===== config.mk =====
export PLATFORM = sky130hd
export DESIGN_NAME = pc_sequencer
export DESIGN_NICKNAME = d
export VERILOG_FILES = /design/src/rtl/pc_sequencer.sv
export SDC_FILE = /design/constraint.sdc
export NUM_CORES = 1
export LEC_CHECK = 0
export ABC_AREA = 0
export BUFFER_PORTS_ARGS = -buffer_cell sky130_fd_sc_hd__buf_2
export CAP_MARGIN = 10
export CORE_MARGIN = 2
export CORE_UTILIZATION = 49
export DETAILED_ROUTE_END_ITERATION = 7
export HOLD_SLACK_MARGIN = 0.12
export PLACE_DENSITY = 0.82
export SLEW_MARGIN = 20
export SYNTH_ARGS = -nofsm -noshare
export SYNTH_HDL_FRONTEND = slang
export SYNTH_SLANG_ARGS = --single-unit

===== constraint.sdc =====
create_clock -name clk -period 3.2 [get_ports clk]
set_input_delay 0.16 -clock clk [delete_from_list [all_inputs] [get_ports clk]]
set_output_delay 0.16 -clock clk [all_outputs]
set_load 0.02 [all_outputs]

===== src/rtl/pc_sequencer.sv =====
// pc_sequencer: two-state (FETCH/EXEC) program-counter sequencer.
// Issues one instruction fetch at pc, waits for the execute stage to finish,
// then loads the branch unit's next PC and counts the retirement.
// Optional feature: define PC_MISALIGN_TRAP_EN to redirect misaligned targets
// to TRAP_VEC (with a misalign_trap pulse and no retirement count).
module pc_sequencer #(
    parameter logic [31:0] RESET_PC = 32'h0000_0000,
    parameter logic [31:0] TRAP_VEC = 32'h0000_0100
) (
    input  logic        clk,
    input  logic        reset_n,
    input  logic        stall,
    output logic        imem_req,
    output logic [31:0] imem_addr,
    input  logic        imem_ack,
    output logic        instr_valid,
    input  logic        exec_done,
    input  logic [31:0] new_pc,
    input  logic [31:0] pc_plus4,
    output logic [31:0] pc,
    output logic        redirect,
    output logic [31:0] instret,
    output logic        misalign_trap
);

    typedef enum logic {
        FETCH = 1'b0,
        EXEC  = 1'b1
    } state_t;

    state_t      state;
    state_t      state_next;
    logic        fetch_fire;
    logic        retire;
    logic        trap_hit;
    logic [31:0] pc_next;
    logic [31:0] instret_count;

    // Retirement counter step; wraps silently at the top of the 32-bit range.
    function automatic logic [31:0] count_step(input logic [31:0] count);
        return count + 32'd1;
    endfunction

`ifdef PC_MISALIGN_TRAP_EN
    // A branch target is misaligned when either of its low two bits is set.
    function automatic logic is_misaligned(input logic [31:0] target);
        return target[1:0] != 2'b00;
    endfunction

    assign trap_hit = retire && is_misaligned(new_pc);
`else
    assign trap_hit = 1'b0;
`endif

    // A fetch is only requested from FETCH and never while stalled.
    assign imem_req   = (state == FETCH) && !stall;
    assign fetch_fire = imem_req && imem_ack;
    // Stall does not hold back completion of an instruction already in EXEC.
    assign retire     = (state == EXEC) && exec_done;
    assign pc_next    = trap_hit ? TRAP_VEC : new_pc;
    assign imem_addr  = pc;
    assign instret    = instret_count;

    // Next-state logic: FETCH waits for an accepted fetch, EXEC waits for exec_done.
    always_comb begin
        state_next = state;
        case (state)
            FETCH:   if (fetch_fire) state_next = EXEC;
            EXEC:    if (retire)     state_next = FETCH;
            default: state_next = FETCH;
        endcase
    end

    // State register.
    always_ff @(posedge clk or negedge reset_n) begin
        if (!reset_n) begin
            state <= FETCH;
        end else begin
            state <= state_next;
        end
    end

    // PC, retirement counter and the one-cycle status pulses.
    always_ff @(posedge clk or negedge reset_n) begin
        if (!reset_n) begin
            pc            <= RESET_PC;
            instret_count <= 32'd0;
            instr_valid   <= 1'b0;
            redirect      <= 1'b0;
        end else begin
            instr_valid <= fetch_fire;
            redirect    <= retire && (trap_hit || (new_pc != pc_plus4));
            if (retire) begin
                pc <= pc_next;
            end
            if (retire && !trap_hit) begin
                instret_count <= count_step(instret_count);
            end
        end
    end

`ifdef PC_MISALIGN_TRAP_EN
    // Misaligned-target pulse, registered alongside the PC update.
    always_ff @(posedge clk or negedge reset_n) begin
        if (!reset_n) begin
            misalign_trap <= 1'b0;
        end else begin
            misalign_trap <= trap_hit;
        end
    end
`else
    assign misalign_trap = 1'b0;
`endif

endmodule


==> flow_summary.ini <==
[critical_path]
startpoint = exec_done
cp_data_required_time_ns = 3.41
reg2reg_depth = 5
rrSetupSlack_ns = 1.43
path_max_fanout = 10
r2r_end = instret[30]$_DFFE_PN0P_
rr_startpoint = instret[0]$_DFFE_PN0P_
cp-endpoint = instret[19]$_DFFE_PN0P_
crit_path_end_kind = flop
start_kind = input pin
path_class = in -> reg
critPathArrivalTime_ns = 2.03

[placement]
dp.final_hpwl_mm = 5.701
dp_slack_ns = 1.411
finalWeightedCongestion = 0.8348
dp_cells = 484
io_buffers = 167

[job]
maxCapViolCount = 0

[synth]
synth-edff-count = 0
synth_ff_type = dfrtp_1
synth_top_area_cell = dfrtp_1
yosys-top-cells-area = dfrtp_1, xnor2_1, mux2_2
synth_top_area_share_pct = 50.51
syn_area_um2 = 3319
synth-seq-cells = 67
synth_cell_types = 25
synth_cells = 274
synth_area_per_cell_um2 = 12.11
synth_commonest_cells = dfrtp_1, xnor2_1, buf_4, mux2_2, nand4_1
synthesis.nets = 344
async_flop_share_pct = 100.0
synth.yosys.seq_area_share_pct = 50.51
synth_most_common_cell = dfrtp_1
yosysWarnings = 0

[power_and_ir_drop]
leakage_nw = 2.306
p_int_w = 0.001658
power_frac_clock_pct = 22.1
power_frac_comb_pct = 35.5
p_sw_w = 0.0009837
switching_share_pct = 37.23
power.share.sequential_pct = 42.4
ir_drop_mv = 0.3475
power.density_nw_per_um2 = 586.1

[clock_tree]
clk_pin_slew_ns = 0.06
post_cts_buffers = 0
ctsHoldBuffers = 32
htreeDepth = 3
cts_inserted_buffers = 9
cts_root_buf = clkbuf_8
cts_tree = yes
clockBufferDepth = 2
clk_latency_ns = 0.32
ctsResizeCount = 0
cts.sinks = 67

[floorplanning]
ioPinCount = 169
initial_utilization_pct = 51.39
fp.coreArea_um2 = 6459
die_w_um = 86.31
rows = 29
fp.dieH_um = 86.31
die_area_um2 = 7449

[timing]
finalSetupViolations = 0
fin_crit_ns = 1.820
slew_violations = 0
worst_pin_slew_ns = 0.7402
whs_ns = 0.1387
fin_skew_ns = 0.008852
finalSetupTns_ns = 0
hold_violations = 0
max_slew_margin_pct = 50.65
fin_ws_ns = 1.380
rsz0062_at_grt = false
fmax_ghz = 0.5494
fin_crit_sh_pct = 56.88

[detailed_routing]
wirelength_mm = 8.347
drc = 0
post_drt_wl_per_cell_um = 15.66
antenna_left = 0
drt_iter0_drc = 64
vias = 2723
dr.pass1.iters = 4
viasPerCell = 5.109

[hold_path]
min_path_type = in -> reg
worstHoldStart = new_pc[22]

[final_layout]
diodes = 0
fin_cells = 533
syn_to_final_growth_pct = 35.81
nNetsFinal = 522
drive_above_1_share_pct = 48.46

[global_route]
antenna_found_initial = 0
grt-ovfl-total = 0
grt_usage_pct = 22.17
grt_pass1_wl_mm = 12.89
grt_max_degree = 36
grt_pass1_vias = 2643

[outcome]
status = complete, no violations
[logic make-up (layout without fill, tap and decap cells)]
group                      after synthesis  count (layout)  share of synthesized area (%)
buffers and inverters                   39             221                          8.142
and+or+nand+nor                         68              68                          12.67
DFF                                     67              67                          50.51
adders and majority gates                1               1                         0.3769
other                                    1               1                         0.1130
muxes                                   33              33                          11.19
AOI/OAI and AO/OA                        2               2                         0.3769
xor gates and xnor gates                63              63                          16.62
[power groups by stage]
stage / clock network, W / logic (W) / registers (W)
2_1_floorplan: 0 / 0.000505 / 0.00129
3_3_place_gp: 0 / 0.000882 / 0.00112
3_5_place_dp: 0 / 0.000897 / 0.00113
4_1_cts: 0.000604 / 0.000927 / 0.00111
5_1_grt: 0.000645 / 0.000991 / 0.00114
6_report: 0.000584 / 0.000939 / 0.00112
[worst min-delay path by stage]
stage,to,slack (ns),cells after the start
after floorplan,imem_addr[0]$_DFFE_PN0P_,-0.14,0
after global placement,instret[13]$_DFFE_PN0P_,0.24,1
after detailed placement,instret[23]$_DFFE_PN0P_,0.25,1
after CTS,imem_addr[22]$_DFFE_PN0P_,0.12,2
after global routing,imem_addr[22]$_DFFE_PN0P_,0.12,2
final,imem_addr[22]$_DFFE_PN0P_,0.14,2
[worst max-delay path: stages]
cell	delay, ns
dlygate4sd3_1	0.53
buf_2	0.13
nand4_1	0.24
nor4_4	0.61
nand4_1	0.19
xnor2_1	0.16
[registers in the layout, indices dropped and copies added, names as in the netlist]
register / count
instr_valid: 1
redirect: 1
imem_addr: 32
state: 1
instret: 32
[cells in the final DEF (no fill, tap or decap), drive strengths merged, types with 9 or more instances in the layout]
master,netlist,final
buf,33,169
nand4,17,17
xor2,9,9
clkbuf,3,12
xnor2,54,54
nand3,13,13
dlygate4sd3,0,34
mux2,33,33
nand2,11,11
dfrtp,67,67
[metal layers]
layer | vias to the layer above | track usage, % | routed length (µm)
met5 | - | 0 | 0
met4 | 0 | 7.955 | 131
met3 | 12 | 5.048 | 462
met2 | 103 | 39.32 | 4292
met1 | 1345 | 26.46 | 3460
li1 | 1263 | - | -
[cell type report]
cell class	count	area, µm²
well taps	77	96.34
repair buffers	203	1191
clock buffers	12	145.1
multi-input cells	168	1373
clock inverters	3	15.01
inverters	3	11.26
fillers	480	1951
flip-flops and latches	67	1677
[through the flow]
step | instance area [µm²] | power [W] | util [%]
2_1_floorplan | 3319 | 0.001799 | -
3_3_place_gp | 4008 | 0.001998 | 62.05
3_5_place_dp | 4008 | 0.002025 | 62.05
4_1_cts | 4488 | 0.002643 | 69.49
5_1_grt | 4508 | 0.002772 | 69.80
6_report | 4508 | 0.002642 | 69.80
(Power assumes the default switching activity.)
